--- config.mk ---
export PLATFORM = sky130hd
export DESIGN_NAME = i2c_xlate_map_ctrl
export DESIGN_NICKNAME = d
export VERILOG_FILES = /design/src/rtl/i2c_xlate_map_ctrl.sv
export SDC_FILE = /design/constraint.sdc
export NUM_CORES = 1
export LEC_CHECK = 0
export ABC_CLOCK_PERIOD_IN_PS = 3000
export CAP_MARGIN = 25
export CORE_MARGIN = 8
export CORE_UTILIZATION = 50
export DETAILED_ROUTE_END_ITERATION = 10
export MAX_ROUTING_LAYER = met4
export PLACE_DENSITY_LB_ADDON = 0.15
export REMOVE_ABC_BUFFERS = 1
export SLEW_MARGIN = 0
export SYNTH_ARGS = -nofsm -noshare
export SYNTH_HDL_FRONTEND = slang
export SYNTH_SLANG_ARGS = --single-unit
--- constraint.sdc ---
create_clock -name SCL -period 3 [get_ports SCL]
set_input_delay 0.9 -clock SCL [delete_from_list [all_inputs] [get_ports SCL]]
set_output_delay 0.9 -clock SCL [all_outputs]
set_load 0.03 [all_outputs]
--- src/rtl/i2c_xlate_map_ctrl.sv ---
// ---------------------------------------------------------------------------
// i2c_xlate_map_ctrl
//
// Controller and configuration store for the I2C address translator.
// Holds ENTRIES mappings (virtual 7-bit address -> physical address + port).
// The translator resolves captured addresses through a lookup. A host or
// config engine programs the table. Lookups always win arbitration.
//
// Ports
//   SCL          clock, rising edge (shared with the translator)
//   rst_n        asynchronous active-low reset
//   lk_req       lookup request, held high until lk_done
//   lk_vaddr     virtual address to resolve, stable while lk_req is high
//   lk_done      one-cycle pulse: lk_hit/lk_paddr/lk_port are valid
//   lk_hit       an enabled matching entry was found
//   lk_paddr     physical address (0 on miss)
//   lk_port      downstream port, 0=SDA1 side, 1=SDA2 side (0 on miss)
//   cfg_wr_valid config write request
//   cfg_wr_ready config write may be accepted this cycle (combinational)
//   cfg_idx      entry to write
//   cfg_vaddr    virtual address to store
//   cfg_paddr    physical address to store
//   cfg_port     port select to store
//   cfg_en       entry enable to store
//   cfg_err      one-cycle pulse: the last accepted write was ignored or
//                forced disabled
//   busy         controller is scanning or concluding a lookup
//   dbg_state    current FSM state (IDLE=0, SCAN=1, DONE=2)
//
// Config handshake: a write transfers on a rising edge where both
// cfg_wr_valid and cfg_wr_ready are high. cfg_wr_ready is only high in IDLE
// with no lookup request, so the write lands in the table on that edge and
// is visible to every lookup whose request is sampled afterwards.
// ---------------------------------------------------------------------------
module i2c_xlate_map_ctrl #(
  parameter int ENTRIES = 4,
  parameter int IDX_W   = 2,
  parameter int ADDR_W  = 7
) (
  input  logic              SCL,
  input  logic              rst_n,
  input  logic              lk_req,
  input  logic [ADDR_W-1:0] lk_vaddr,
  output logic              lk_done,
  output logic              lk_hit,
  output logic [ADDR_W-1:0] lk_paddr,
  output logic              lk_port,
  input  logic              cfg_wr_valid,
  output logic              cfg_wr_ready,
  input  logic [IDX_W-1:0]  cfg_idx,
  input  logic [ADDR_W-1:0] cfg_vaddr,
  input  logic [ADDR_W-1:0] cfg_paddr,
  input  logic              cfg_port,
  input  logic              cfg_en,
  output logic              cfg_err,
  output logic              busy,
  output logic [1:0]        dbg_state
);

  typedef enum logic [1:0] {
    IDLE = 2'd0,
    SCAN = 2'd1,
    DONE = 2'd2
  } state_e;

  state_e            state_q, state_d;
  logic [IDX_W-1:0]  scan_idx_q, scan_idx_d;
  logic              lk_done_q, lk_done_d;
  logic              lk_hit_q, lk_hit_d;
  logic [ADDR_W-1:0] lk_paddr_q, lk_paddr_d;
  logic              lk_port_q, lk_port_d;
  logic              cfg_err_q, cfg_err_d;

  logic [ADDR_W-1:0] tbl_vaddr_q [ENTRIES];
  logic [ADDR_W-1:0] tbl_vaddr_d [ENTRIES];
  logic [ADDR_W-1:0] tbl_paddr_q [ENTRIES];
  logic [ADDR_W-1:0] tbl_paddr_d [ENTRIES];
  logic              tbl_port_q  [ENTRIES];
  logic              tbl_port_d  [ENTRIES];
  logic              tbl_en_q    [ENTRIES];
  logic              tbl_en_d    [ENTRIES];

  // Entry currently addressed by the scan, and range check of cfg_idx.
  // Both are explicit compare-and-select so that index widths wider than
  // the table never address a non-existent entry.
  logic [ADDR_W-1:0] sel_vaddr;
  logic [ADDR_W-1:0] sel_paddr;
  logic              sel_port;
  logic              sel_en;
  logic              cfg_idx_ok;
  logic              scan_hit;
  logic              scan_last;
  logic              cfg_gc;

  assign cfg_wr_ready = (state_q == IDLE) && !lk_req;
  assign busy         = (state_q != IDLE);
  assign dbg_state    = state_q;
  assign lk_done      = lk_done_q;
  assign lk_hit       = lk_hit_q;
  assign lk_paddr     = lk_paddr_q;
  assign lk_port      = lk_port_q;
  assign cfg_err      = cfg_err_q;

  always_comb begin
    sel_vaddr  = '0;
    sel_paddr  = '0;
    sel_port   = 1'b0;
    sel_en     = 1'b0;
    cfg_idx_ok = 1'b0;
    for (int i = 0; i < ENTRIES; i++) begin
      if (scan_idx_q == IDX_W'(i)) begin
        sel_vaddr = tbl_vaddr_q[i];
        sel_paddr = tbl_paddr_q[i];
        sel_port  = tbl_port_q[i];
        sel_en    = tbl_en_q[i];
      end
      if (cfg_idx == IDX_W'(i)) begin
        cfg_idx_ok = 1'b1;
      end
    end
  end

  assign scan_hit  = sel_en && (sel_vaddr == lk_vaddr);
  assign scan_last = (scan_idx_q == IDX_W'(ENTRIES - 1));
  // Address 0x00 is the I2C general call; it can never be a valid mapping.
  assign cfg_gc    = (cfg_vaddr == '0);

  always_comb begin
    state_d    = state_q;
    scan_idx_d = scan_idx_q;
    lk_done_d  = 1'b0;
    lk_hit_d   = lk_hit_q;
    lk_paddr_d = lk_paddr_q;
    lk_port_d  = lk_port_q;
    cfg_err_d  = 1'b0;
    for (int i = 0; i < ENTRIES; i++) begin
      tbl_vaddr_d[i] = tbl_vaddr_q[i];
      tbl_paddr_d[i] = tbl_paddr_q[i];
      tbl_port_d[i]  = tbl_port_q[i];
      tbl_en_d[i]    = tbl_en_q[i];
    end

    unique case (state_q)
      IDLE: begin
        if (lk_req) begin
          state_d    = SCAN;
          scan_idx_d = '0;
        end else if (cfg_wr_valid && cfg_wr_ready) begin
          cfg_err_d = !cfg_idx_ok || cfg_gc;
          for (int i = 0; i < ENTRIES; i++) begin
            if (cfg_idx == IDX_W'(i)) begin
              tbl_vaddr_d[i] = cfg_vaddr;
              tbl_paddr_d[i] = cfg_paddr;
              tbl_port_d[i]  = cfg_port;
              tbl_en_d[i]    = cfg_en && !cfg_gc;
            end
          end
        end
      end

      SCAN: begin
        // Scanning upward and stopping at the first match gives the lowest
        // index priority among duplicate virtual addresses.
        if (scan_hit || scan_last) begin
          state_d    = DONE;
          lk_done_d  = 1'b1;
          lk_hit_d   = scan_hit;
          lk_paddr_d = scan_hit ? sel_paddr : '0;
          lk_port_d  = scan_hit ? sel_port : 1'b0;
        end else begin
          scan_idx_d = scan_idx_q + IDX_W'(1);
        end
      end

      DONE: begin
        // lk_req is still high here (requester drops it on lk_done), so it
        // is deliberately ignored to avoid a second lookup.
        state_d = IDLE;
      end

      default: begin
        state_d = IDLE;
      end
    endcase
  end

  always_ff @(posedge SCL or negedge rst_n) begin
    if (!rst_n) begin
      state_q    <= IDLE;
      scan_idx_q <= '0;
      lk_done_q  <= 1'b0;
      lk_hit_q   <= 1'b0;
      lk_paddr_q <= '0;
      lk_port_q  <= 1'b0;
      cfg_err_q  <= 1'b0;
      for (int i = 0; i < ENTRIES; i++) begin
        tbl_vaddr_q[i] <= (i == 0) ? ADDR_W'(8'h21) :
                          (i == 1) ? ADDR_W'(8'h22) : '0;
        tbl_paddr_q[i] <= (i < 2) ? ADDR_W'(8'h48) : '0;
        tbl_port_q[i]  <= (i == 1);
        tbl_en_q[i]    <= (i < 2);
      end
    end else begin
      state_q    <= state_d;
      scan_idx_q <= scan_idx_d;
      lk_done_q  <= lk_done_d;
      lk_hit_q   <= lk_hit_d;
      lk_paddr_q <= lk_paddr_d;
      lk_port_q  <= lk_port_d;
      cfg_err_q  <= cfg_err_d;
      for (int i = 0; i < ENTRIES; i++) begin
        tbl_vaddr_q[i] <= tbl_vaddr_d[i];
        tbl_paddr_q[i] <= tbl_paddr_d[i];
        tbl_port_q[i]  <= tbl_port_d[i];
        tbl_en_q[i]    <= tbl_en_d[i];
      end
    end
  end

endmodule

## After elaboration in Yosys (flattened, before gate mapping)

Cells that the tools add are included.

- Word-level logic and storage cells: 91
- Flip-flop bits (word level): 79
- Output and inout port bits: 15

- $add $sub $neg: 1
- Bitwise operators: 1
- Reductions and logical operators: 22
- Muxes and demuxes: 33
- Eq/ne operators: 11

Operators by type and width:

| kind | number |
|---|---|
| $mux W7 | 9 |
| $mux W1 | 18 |
| $reduce_and A4 Y1 | 4 |
| $eq A2 B2 Y1 const B | 4 |
| $mux W2 | 4 |
| $pmux W2 S2 | 2 |
| $eq A7 B7 Y1 | 1 |
| $logic_not A7 Y1 | 1 |
| $eq A2 B1 Y1 const B | 3 |
| $logic_not A2 Y1 | 3 |
| $ne A2 B2 Y1 const B | 3 |
| $logic_and A1 B1 Y1 | 4 |
| $reduce_and A2 Y1 | 2 |
| $reduce_bool A2 Y1 | 2 |
| $logic_not A1 Y1 | 3 |
| $reduce_and A3 Y1 | 1 |
| $add A2 B1 Y2 const B | 1 |
| $logic_or A1 B1 Y1 | 2 |
| $not A1 Y1 | 1 |

## Longest topological paths before layout

- Depth in word-level cells: 10
- Depth in mapped cells: 13
- Mapped depth without buffers: 9

## Worst setup path before layout

Ideal clock, no wire load.

- Path kind: input to register
- Start point: input lk_req
- End point: register tbl_paddr_q[21] (netlist name)
- Path buffers: 1
- Arrival time: 3255 ps
- Slack: -379 ps
- Stages on the path: 5
- Library setup time: 125 ps
- Cell sequence: nor3_1 -> nand2_1 -> nor3_1 -> clkbuf_1 -> mux2_2

- Word-level cells in the longest chain between the ends: 4
- Elaborated cells on any way between the ends: 5
- Those cells by class: 1 x bitwise; 4 x reduce/logical

Ends and longest elaborated chain:

| what | RTL line | RTL |
|---|---|---|
| start: declaration | 42 | `input logic lk_req,` |
| $logic_not A1 Y1 | 95 | `assign cfg_wr_ready = (state_q == IDLE) && !lk_req;` |
| $logic_and A1 B1 Y1 | 95 |  |
| $logic_and A1 B1 Y1 | 148 | `end else if (cfg_wr_valid && cfg_wr_ready) begin` |
| $reduce_and A4 Y1 (no line) * | n/a |  |
| end signal: indexed assignment | 199 | `tbl_paddr_q[i] <= (i < 2) ? ADDR_W'(8'h48) : '0;` |
| end signal: indexed assignment | 213 | `tbl_paddr_q[i] <= tbl_paddr_d[i];` |
| end: declaration | 76 | `logic [ADDR_W-1:0] tbl_paddr_q [ENTRIES];` |

Mark *: on every way between the ends. The rest lies on a longest branch, timed or not.
A chain may end at the register's enable or synchronous reset.

## Worst setup path in the final report

- Start point: register scan_idx_q[0]
- End point: register lk_paddr_q[4] (netlist: lk_paddr[4])

- Word-level cells in the longest chain between the ends: 9
- Elaborated cells on any way between the ends: 21
- Those cells by class: 4 x eq/ne; 13 x mux; 4 x reduce/logical

Ends and longest elaborated chain:

| what | RTL line | RTL |
|---|---|---|
| start: declaration | 67 | `logic [IDX_W-1:0] scan_idx_q, scan_idx_d;` |
| start signal: assignment | 205 | `scan_idx_q <= scan_idx_d;` |
| $logic_not A2 Y1 | 111 | `if (scan_idx_q == IDX_W'(i)) begin` |
| $mux W7 (4 in a row) | 111 |  |
| $eq A7 B7 Y1 | 123 | `assign scan_hit = sel_en && (sel_vaddr == lk_vaddr);` |
| $logic_and A1 B1 Y1 | 123 |  |
| $logic_or A1 B1 Y1 | 164 | `if (scan_hit \|\| scan_last) begin` |
| $reduce_and A2 Y1 (no line) | n/a |  |
| end signal: assignment | 208 | `lk_paddr_q <= lk_paddr_d;` |
| end: declaration | 70 | `logic [ADDR_W-1:0] lk_paddr_q, lk_paddr_d;` |

Several ways; a longest one is shown, not always the timed one.

==> results.tsv <==
metric	value	unit
switching_share	0.370	
cts_tree	yes	
finalCriticalPeriod	2890	ps
num_vias	2673	
post-route-period-util	0.962	
drtIter0Drc	142	
holdWs	469	ps
die_w	102	um
crit_required	3280	ps
synthAdderAreaFrac	0.0136	
synth.top_cell.area_share	0.463	
path_clk_slew	70	ps
setup_viol	0	
cp_data_arrival_time	3160	ps
cts_root_buf	clkbuf_8	
drc	0	
cts_buffer_depth	2	
leakagePower	0.00200	uW
dpl.hpwl	5770	um
ys_seq_area_frac	0.541	
ir_worst_vdd	0.000412	V
synth_top_family_by_area	multiplexers	
cts.sink_count	79	
synth.cell_area	0.00368	mm2
maxSlewHeadroom	0.530	
hold_buffers	0	
yosys_warnings	0	
core_area	0.00718	mm2
clock_latency	350	ps
p_total	4690	uW
internal_power	2950	uW
synth_cells	302	
drt-pass1-iter-count	4	
antenna_left	0	
finalWirelength	8750	um
grt_overflow_total	0	
area_growth	24.2	%
start_kind	flip-flop	
drv_slew	0	
ios	44	
clkPwrFrac	0.151	
grt_pass1_wl	14000	um
crit_path_end_kind	flip-flop	
drv_cap	0	
grt_max_degree	34	
drive_gt1_frac	0.336	
chipHeight	102	um
place_congestion	0.798	
comb_power_share	0.436	
synth_xor_xnor_area_share	0	
tightest_slew	706	ps
initial_core_util	0.512	
yosysTopAreaCell	dfrtp_1	
fp-row-count	31	
p_per_area	1030	mW/mm2
path_max_fanout	16	
track_usage	0.184	
crit_top_cell	buf_12	
p_sw	1730	uW
clock.fmax	347	MHz
grt_pass1_vias	2689	
numCtsBuffers	9	
critical_path.slowest_cell	or4_4	
io_buffers	43	
synth_compound_area_frac	0.111	
avgSynthCellArea	12.2	um2
final-hold-violation-count	0	
synth_seq_cells	79	
crit_path_max_incr_delay	550	ps
min_path_type	reg -> reg	
vias_per_cell	5.82	
p_seq_frac	0.413	
multi_input_area	0.00168	mm2
path_class	reg -> reg	
yosys-top-cells-area	dfrtp_1 46%, mux2_2 18%, dfstp_2 7.9%	
synthMuxAreaShare	0.208	
synthDistinctLibCells	38	
setup_tns	0	ps
antenna_found_initial	0	
wl_per_cell	19.1	um
cts-htree-levels	3	
seq_area	0.00199	mm2
status	finished, final reports clean	
skew	6.68	ps
antenna_cells	0	
r2r_slack	110	ps
yosys.area_share.simple	0.0919	
final_nets	388	
crit_chain	inv_1 > ha_1 > nor2b_4 > buf_12 > a221oi_2 > or3_1 > nand4_1 > or4_4 > buf_12 > nor3_4 > a221o_1	
fill_cells	556	
dieArea	0.0104	mm2
-- worst max-delay path: cells and delay by family (launching register included) --
kind	cells	cell delay, ps
AOI/OAI and AO/OA	2	470
adders and majority gates	1	230
buffers and inverters	3	430
DFF	1	420
and+or+nand+nor	5	1270
-- Yosys cell counts --
master	n
a221oi_1	7
nor3b_1	1
a22oi_1	9
nor2_1	8
or2_2	1
buf_6	3
or2_1	1
a221o_1	8
nor3_2	1
o31ai_1	1
mux2i_1	9
buf_2	3
nor3_4	1
nand3_1	1
buf_4	1
nor2b_2	1
nand4_1	4
inv_1	5
nand2b_1	2
a21oi_1	6
o21ai_0	20
buf_1	1
nor3_1	3
clkbuf_1	8
ha_1	4
a211o_1	1
or4_1	2
o22ai_1	6
or3_1	6
nor4b_1	1
dfrtp_1	68
o21bai_1	1
buf_8	1
mux2_2	60
nand2_1	34
dfstp_2	11
a22o_1	1
nor4_1	1
-- metal layers --
metal / vias up / track usage / share of wire / wire [um]
li1: 1223 / - / - / -
met1: 1365 / 0.238 / 0.47 / 4110
met2: 74 / 0.270 / 0.46 / 4020
met3: 11 / 0.0323 / 0.053 / 464
met4: 0 / 0.0916 / 0.017 / 153
met5: - / - / 0 / 0
-- cell families after synthesis --
group	Yosys count
compound gates	60
flops	79
simple gates	68
fa+ha+maj	4
buf+inv	22
mux	69
-- cells in the final DEF (no fill, tap or decap), types with 2 or more instances in the layout --
cell type,netlist,routed
o21ai_0,20,20
mux2_2,60,60
inv_1,5,5
dfrtp_1,68,68
a221oi_2,0,5
a22oi_1,9,9
or3_1,6,6
nor3_1,3,2
clkdlybuf4s50_1,0,41
clkbuf_8,0,11
clkbuf_1,8,4
mux2i_1,9,9
ha_1,4,3
o22ai_2,0,4
a221o_1,8,8
a21oi_1,6,6
o22ai_1,6,2
buf_12,0,3
buf_4,1,14
nand4_1,4,4
a221oi_4,0,2
nand2_1,34,34
nor2_1,8,8
dfstp_2,11,11
nor3_2,1,2
-- area by class of cell --
type / count / area share
clock inverter: 1 / 0.00110
sequential: 79 / 0.436
multi-input combinational: 201 / 0.367
inverter: 5 / 0.00411
timing repair buffer: 59 / 0.128
tap: 99 / 0.0271
clock buffer: 15 / 0.0364
-- sequential cells by signal, summed over array words and instances (netlist names) --
name	count
tbl_en_q	4
tbl_port_q	4
dbg_state	2
scan_idx_q	2
tbl_paddr_q	28
tbl_vaddr_q	28
lk_hit	1
lk_done	1
lk_port	1
cfg_err	1
lk_paddr	7
-- what timing repair did --
action	in CTS	in global routing
endpoints found under the setup margin	0	8
gates resized for setup	0	19
buffers inserted	0	2
-- path summary, 6_finish.rpt --
path,startpoint,endpoint,cells past startpoint
max in group asynchronous,rst_n,tbl_vaddr_q[21]$_DFFE_PN1P_,2
max,scan_idx_q[0]$_DFFE_PN0P_,lk_paddr[4]$_DFFE_PN0P_,11
min in group asynchronous,rst_n,tbl_paddr_q[13]$_DFFE_PN0P_,1
max reg2reg,scan_idx_q[0]$_DFFE_PN0P_,lk_paddr[4]$_DFFE_PN0P_,11
min reg2reg,tbl_en_q[3]$_DFFE_PN1P_,tbl_en_q[3]$_DFFE_PN1P_,2
min,tbl_en_q[3]$_DFFE_PN1P_,tbl_en_q[3]$_DFFE_PN1P_,2
-- through the flow --
step,utilization,setup slack [ps],instance area (um2),std cells
2_1_floorplan,-,-670,3570,285
3_3_place_gp,0.593,102,4260,441
3_5_place_dp,0.593,87.0,4260,441
4_1_cts,0.617,69.6,4430,457
5_1_grt,0.636,-43.4,4570,459
6_report,0.636,114,4570,459
-- power groups by stage --
| stage | clock network (uW) | logic (uW) | registers [uW] |
|---|---|---|---|
| finish | 708 | 2040 | 1930 |
| global route | 764 | 2230 | 1990 |
| CTS | 720 | 1840 | 1880 |
| detailed placement | 0 | 1840 | 1900 |
| global placement | 0 | 1760 | 1900 |
| floorplan | 0 | 1130 | 1930 |
Note: power is estimated with default switching activity, not from simulation.
